$ cat src/rtl/id_imm_ctrl.sv
// Decode-side immediate controller: classifies the instruction, extends its immediate, and buffers it in a 2-entry skid queue.
// Latency 1 cycle; in_ready is derived only from the registered occupancy. Optional out_target adder under IMMCTRL_TARGET_EN.

module id_imm_ext (
    input  logic [2:0]  ext_op,
    input  logic [25:0] din,
    output logic [31:0] dout
);
    localparam logic [2:0] EXT_20    = 3'd1;
    localparam logic [2:0] EXT_12    = 3'd2;
    localparam logic [2:0] EXT_12Z   = 3'd3;
    localparam logic [2:0] EXT_5     = 3'd4;
    localparam logic [2:0] EXT_2RI16 = 3'd5;
    localparam logic [2:0] EXT_I26   = 3'd6;

    always_comb begin
        dout = '0;
        case (ext_op)
            EXT_20:    dout = {din[24:5], 12'h000};
            EXT_12:    dout = {{20{din[21]}}, din[21:10]};
            EXT_12Z:   dout = {20'h00000, din[21:10]};
            EXT_5:     dout = {27'h0000000, din[14:10]};
            EXT_2RI16: dout = {{14{din[25]}}, din[25:10], 2'b00};
            // offs26 is split: high bits live in inst[9:0], low bits in inst[25:10]
            EXT_I26:   dout = {{4{din[9]}}, din[9:0], din[25:10], 2'b00};
            default:   dout = '0;
        endcase
    end
endmodule

module id_imm_ctrl #(
    parameter int DEPTH = 2
) (
    input  logic        clk,
    input  logic        resetn,
    input  logic        flush,
    input  logic        in_valid,
    output logic        in_ready,
    input  logic [31:0] in_pc,
    input  logic [31:0] in_inst,
    output logic        out_valid,
    input  logic        out_ready,
    output logic [31:0] out_pc,
    output logic [31:0] out_inst,
    output logic [2:0]  out_ext_op,
    output logic [31:0] out_imm,
    output logic        out_has_imm
`ifdef IMMCTRL_TARGET_EN
    ,
    output logic [31:0] out_target
`endif
);
    localparam logic [2:0] EXT_NONE  = 3'd0;
    localparam logic [2:0] EXT_20    = 3'd1;
    localparam logic [2:0] EXT_12    = 3'd2;
    localparam logic [2:0] EXT_12Z   = 3'd3;
    localparam logic [2:0] EXT_5     = 3'd4;
    localparam logic [2:0] EXT_2RI16 = 3'd5;
    localparam logic [2:0] EXT_I26   = 3'd6;

    typedef struct packed {
        logic [31:0] pc;
        logic [31:0] inst;
        logic [2:0]  ext_op;
        logic [31:0] imm;
        logic        has_imm;
    } entry_t;

    logic [2:0]  dec_op;
    logic        dec_has;
    logic [31:0] dec_imm;

    entry_t      mem [DEPTH];
    logic        head_ptr;
    logic        tail_ptr;
    logic [1:0]  count;
    logic        push;
    logic        pop;
    entry_t      head;

    always_comb begin
        dec_op  = EXT_NONE;
        dec_has = 1'b1;
        if (in_inst[31:25] == 7'b0001010 || in_inst[31:25] == 7'b0001110) begin
            dec_op = EXT_20;
        end else if (in_inst[31:22] inside {10'b0000001000, 10'b0000001001, 10'b0000001010} ||
                     in_inst[31:25] == 7'b0010100) begin
            dec_op = EXT_12;
        end else if (in_inst[31:22] inside {10'b0000001101, 10'b0000001110, 10'b0000001111}) begin
            dec_op = EXT_12Z;
        end else if (in_inst[31:15] inside {17'b00000000010000001, 17'b00000000010001001,
                                            17'b00000000010010001}) begin
            dec_op = EXT_5;
        end else if (in_inst[31:26] == 6'b010011 ||
                     (in_inst[31:26] >= 6'b010110 && in_inst[31:26] <= 6'b011011)) begin
            dec_op = EXT_2RI16;
        end else if (in_inst[31:26] == 6'b010100 || in_inst[31:26] == 6'b010101) begin
            dec_op = EXT_I26;
        end else begin
            dec_has = 1'b0;
        end
    end

    id_imm_ext u_ext (
        .ext_op (dec_op),
        .din    (in_inst[25:0]),
        .dout   (dec_imm)
    );

    // Ready comes from registered occupancy only, so out_ready never reaches in_ready
    assign in_ready  = (count != DEPTH[1:0]);
    assign out_valid = (count != 2'd0);
    assign push      = in_valid & in_ready & ~flush;
    assign pop       = out_valid & out_ready & ~flush;

    always_ff @(posedge clk) begin
        if (!resetn) begin
            head_ptr <= 1'b0;
            tail_ptr <= 1'b0;
            count    <= 2'd0;
            for (int i = 0; i < DEPTH; i++) begin
                mem[i] <= '0;
            end
        end else if (flush) begin
            head_ptr <= 1'b0;
            tail_ptr <= 1'b0;
            count    <= 2'd0;
        end else begin
            if (push) begin
                mem[tail_ptr] <= '{pc: in_pc, inst: in_inst, ext_op: dec_op,
                                   imm: dec_imm, has_imm: dec_has};
                tail_ptr      <= ~tail_ptr;
            end
            if (pop) begin
                head_ptr <= ~head_ptr;
            end
            case ({push, pop})
                2'b10:   count <= count + 2'd1;
                2'b01:   count <= count - 2'd1;
                default: count <= count;
            endcase
        end
    end

    assign head        = mem[head_ptr];
    assign out_pc      = head.pc;
    assign out_inst    = head.inst;
    assign out_ext_op  = head.ext_op;
    assign out_imm     = head.imm;
    assign out_has_imm = head.has_imm;

`ifdef IMMCTRL_TARGET_EN
    assign out_target = head.pc + head.imm;
`endif

endmodule

$ cat config.mk
export PLATFORM = sky130hd
export DESIGN_NAME = id_imm_ctrl
export DESIGN_NICKNAME = d
export VERILOG_FILES = /design/src/rtl/id_imm_ctrl.sv
export SDC_FILE = /design/constraint.sdc
export NUM_CORES = 1
export LEC_CHECK = 0
export ABC_AREA = 0
export ABC_CLOCK_PERIOD_IN_PS = 15100
export BUFFER_PORTS_ARGS = -buffer_cell sky130_fd_sc_hd__buf_2
export CORE_MARGIN = 2
export CORE_UTILIZATION = 60
export CTS_BUF_LIST = sky130_fd_sc_hd__clkbuf_16
export DETAILED_ROUTE_END_ITERATION = 10
export MAX_ROUTING_LAYER = met4
export PLACE_DENSITY_LB_ADDON = 0.3
export SLEW_MARGIN = 10
export SYNTH_ARGS = -nofsm -noshare
export SYNTH_HDL_FRONTEND = slang
export SYNTH_SLANG_ARGS = --single-unit
$ cat constraint.sdc
create_clock -name clk -period 15.1 [get_ports clk]
set_input_delay 0.755 -clock clk [delete_from_list [all_inputs] [get_ports clk]]
set_output_delay 0.755 -clock clk [all_outputs]
set_load 0.05 [all_outputs]
# Word-level counts from Yosys, hierarchy flattened
# Memories as Yosys holds them, arrays and structs flattened. A register that Yosys moved wholly into a read port is not among the register bits.
# Cells that the tools add are included.
[classes]
n_addsub = 2
multipliers = 0
n_div = 0
order_cmp = 2
eq_ne = 24
n_shift = 0
muxes = 24
bitwise_logic = 8
reduce_logical = 12
[op_table]
columns = ["operator", "count"]
rows = [
  ["case mux 32 bit (6 select lines)", 1],
  ["two-way mux 100 bit", 1],
  ["OR reduction 100 bit", 1],
  ["== test 10 x 4 -> 1 bit, second input constant", 6],
  ["== test 17 x 8 -> 1 bit, second input constant", 3],
  ["== test 6 x 5 -> 1 bit, second input constant", 3],
  ["two-way mux 3 bit", 6],
  ["two-way mux 1 bit", 15],
  ["== test 7 x 4 -> 1 bit, second input constant", 2],
  ["== test 3 bit, second input constant", 3],
  ["nonzero test 3 bit", 3],
  ["== test 7 x 5 -> 1 bit, second input constant", 1],
  ["== test 3 x 2 -> 1 bit, second input constant", 2],
  ["greater-or-equal comparator 6 x 5 -> 1 bit, second input constant", 1],
  ["less-or-equal comparator 6 x 5 -> 1 bit, second input constant", 1],
  ["AND 1 bit", 4],
  ["logical OR 1 bit", 4],
  ["NOT 1 bit", 4],
  ["case mux 2 bit (2 select lines)", 1],
  ["nonzero test 2 bit", 2],
  ["== test 3 x 1 -> 1 bit, second input constant", 1],
  ["adder 2 x 1 -> 2 bit, second input constant", 1],
  ["== test 2 x 1 -> 1 bit, second input constant", 1],
  ["== test 2 bit, second input constant", 1],
  ["other kinds (4)", 4],
]
[word_totals]
ff_bits = 4
latchBits = 0
ram_bits = 200
romBits = 0
input_bits = 69
out_inout_bits = 102
wordCells = 76
n_memories = 1
[memory_table]
columns = ["memory", "depth", "width", "rd", "rd_ports_with_merged_regs", "wr", "line", "text"]
rows = [
  ["mem", 2, 100, 1, 1, 2, "73", "entry_t mem [DEPTH];"],
]

# Logic depth before layout (Yosys ltp)
[depth]
depth_word = 11
mapped_depth = 7
depth_no_buf = 7

# Modules after synthesis
# Synthesis repeated with hierarchy kept, for this count alone.
[hier_totals]
hier_cells = 672
area_unflattened_um2 = 9650.5
[by_module_without_submodules]
columns = ["module", "n_inst", "cells_each", "area_each_um2", "seq_area_each_um2"]
rows = [
  ["id_imm_ctrl", 1, 594, 9082.5, 6105.9],
  ["id_imm_ext", 1, 78, 568.0, 0.0],
]

# Worst setup path after synthesis
# No wires, ideal clock.
[synth_path]
kind = "register -> register"
start = "reg count[0]"
end = "mem mem[0][0] (netlist name), enable pin"
setup_time_ns = 0.697
arrival_ns = 8.405
required_ns = 14.403
setup_slack_ns = 5.998
stages_incl_launch_ff = 5
n_path_buf = 0
synth_period_minus_slack_ns = 9.102
path_cell_list = "dfxtp_1 -> nand2b_1 -> nand2_1 -> or2_2 -> o21ai_0"
[synth_rtl]
columns = ["element", "line", "text"]
rows = [
  ["from (decl)", "76", "logic [1:0] count;"],
  ["from (signal assigned)", "138", "2'b10: count <= count + 2'd1;"],
  ["from (signal assigned)", "139", "2'b01: count <= count - 2'd1;"],
  ["from (signal assigned)", "140", "default: count <= count;"],
  ["to (decl)", "73", ""],
]

==> run metrics <==
Syn Area/Cell 14.35 um^2; critical path arrival 2.67 ns; final hold viol count 0; Max Freq 291.8 MHz; Post-CTS Setup Inserts 0; Most used DFF post-synth edfxtp_1; Final Critical Period 3.427 ns; nets 877; post_cts resized 0; Crit Path Class flip-flop to output pin; via density per instance 5.933; post-DR wirelength/cell 20.07 um; clock buffer depth 3; Max Slew Vio Count 0; Cells after DPL 971; Num CTS Buffers 22; area of the multi-input gates 0.002939 mm^2; Worst-Skew Late Latency 0.49 ns; Post-synth top cells 200 x edfxtp_1, 113 x and2_1, 100 x mux2_2; synth top area cells edfxtp_1 65%, mux2_2 12%, and2_1 7.6%; Finished Layout Cells 1,011; CTS Root Cell clkbuf_16; Worst R2R Setup Slack 12.12 ns; area leader, netlist edfxtp_1; DRC viols 0; initial antenna violation count 0; fraction of layout cells with a size suffix above 1 0.4010; Worst Tran Pin Value 1.204 ns; Tot Pwr 1.308 mW; Worst Skew 0.006552 ns; clk sink count 205; RSZ-0062 raised after global routing false; Yosys Warn Count 0; crit path max fanout 56; CP Data Required Time 14.35 ns; Worst slew margin 0.1952; std cell rows 45; Seq cells post-synth 205; Post-Route WL 20,290 um; CP Launch Type flip-flop; vias in the first global route 5,958; Pleak 4.298 nW; final count of negative-setup-slack endpoints 0; Synth cell types 43; status complete, no violations; PortBufs 170; net count after synthesis 714; CP Capture Point out_ext_op[0]; Syn Std Cell Area 0.009244 mm^2; ant diodes 0; Post-synth EDFFs 200; fillcell total 1,036; Clock transition at path regs 0.06 ns; final core occ 0.7194; CTS Hold Buffers Added 0; Die Span Y 128.1 um; pin count of the biggest net entering global routing 64; crit end category output pin; setup tns final 0 ns; post-synthesis async set-or-reset flop share 0; top-count cell post-synth edfxtp_1; R2R Path End mem[1][71]$_SDFFCE_PN0P_; Initial Utilization 0.6103; Post-Place Worst Slack 11.65 ns; Via Count 5,998; FF/Latch Area 0.006110 mm^2; setup ws final 11.67 ns; iteration-0 DRC count of the detailed router 696; Pre-antenna DRT Iters 5; H-tree depth 1; Power Dens Cells 120.1 mW/mm^2; full die area 0.01641 mm^2; Die Wd 128.1 um; first-pass GRT wire length 30,770 um; top cell type's share of synthesized area 0.6497; core region area 0.01515 mm^2; Critical R2R Launch count[0]$_SDFFE_PP0P_; total track usage 0.2497; total of max-cap violations 0; GRT overflow 0; TritonCTS clock tree yes; Reg2Reg Depth 7; sequential area share after synthesis 0.6605; I/O pin count 171; Tcrit/Tclk final 0.2270; cells after synthesis 644; Peak VDD IR 87.81 uV; Routed Antenna Nets 0; DP HPWL 12,720 um; Layout area overhead 17.87%; GP Congestion 0.8702; HP Class flip-flop to flip-flop
[layer usage]
metal  wire [um]  up-vias  global-route usage
met5           0        -                   -
met4         452        0             0.07692
met3        1768       45             0.04549
met2        9975      316              0.4080
met1        8091     2943              0.3229
li1            -     2694                   -
[sequential cells by signal (all words and copies together) (netlist names), named ones only]
register,flops
mem,200
count,2
head_ptr,1
tail_ptr,1
[stage by stage]
step | cell area, um^2 | hold WS, ns
floorplan | 9244 | 0.4668
global placement | 10250 | 0.4881
detailed placement | 10250 | 0.5018
CTS | 10900 | 0.5196
global route | 10900 | 0.5448
finish | 10900 | 0.5230
[cell type report]
cell class	count	share of cell area
sequential	205	0.5608
multi-input combinational	386	0.2698
timing repair buffer	179	0.08429
clock buffer	23	0.05283
tap	188	0.02159
clock inverter	17	0.006316
inverter	13	0.004479
[worst max-delay path, cell delays in order (launching register included)]
cell and delay [ns]:
dfxtp_4 0.73, buf_4 0.71, mux2_2 0.45, buf_2 0.22
[worst min-delay path by stage]
| stage | from | to | slack [ns] | cells after the start |
|---|---|---|---|---|
| global placement | count[1]$_SDFFE_PP0P_ | count[1]$_SDFFE_PP0P_ | 0.49 | 2 |
| global route | in_pc[9] | mem[0][77]$_SDFFCE_PN0P_ | 0.54 | 2 |
| floorplan | count[1]$_SDFFE_PP0P_ | count[1]$_SDFFE_PP0P_ | 0.47 | 2 |
| detailed placement | head_ptr$_SDFFE_PP0P_ | head_ptr$_SDFFE_PP0P_ | 0.50 | 2 |
| CTS | head_ptr$_SDFFE_PP0P_ | flip-flop | 0.52 | 2 |
| finish | head_ptr$_SDFFE_PP0P_ | flip-flop | 0.52 | 2 |
[cells by family after synthesis]
group                      share of synthesized area
xor gates and xnor gates                    0.003791
and+or+nand+nor                               0.1237
muxes                                         0.1218
buffers and inverters                        0.02490
DFF                                           0.6605
adders and majority gates                   0.001353
AOI/OAI and AO/OA                            0.06389
[cells in the final DEF (no fill, tap or decap), drive strengths merged, types with 2 or more instances in the layout]
master  count
clkinv     11
and2      115
or2         2
nor3        5
a211oi      2
buf       179
clkbuf     23
or3         3
nor2       37
inv        19
mux2      100
nand3       2
o21ai       4
a31oi      12
xor2        2
xnor2       2
a22oi      22
dfxtp       5
edfxtp    200
a21oi      32
nand2      23
o22ai       6
nand2b      5
[power by group]
group | switching (mW) | internal, mW
combinational | 0.123 | 0.0425
sequential | 0.00836 | 0.656
clock | 0.205 | 0.273
total | 0.337 | 0.972
(Power assumes the default switching activity.)
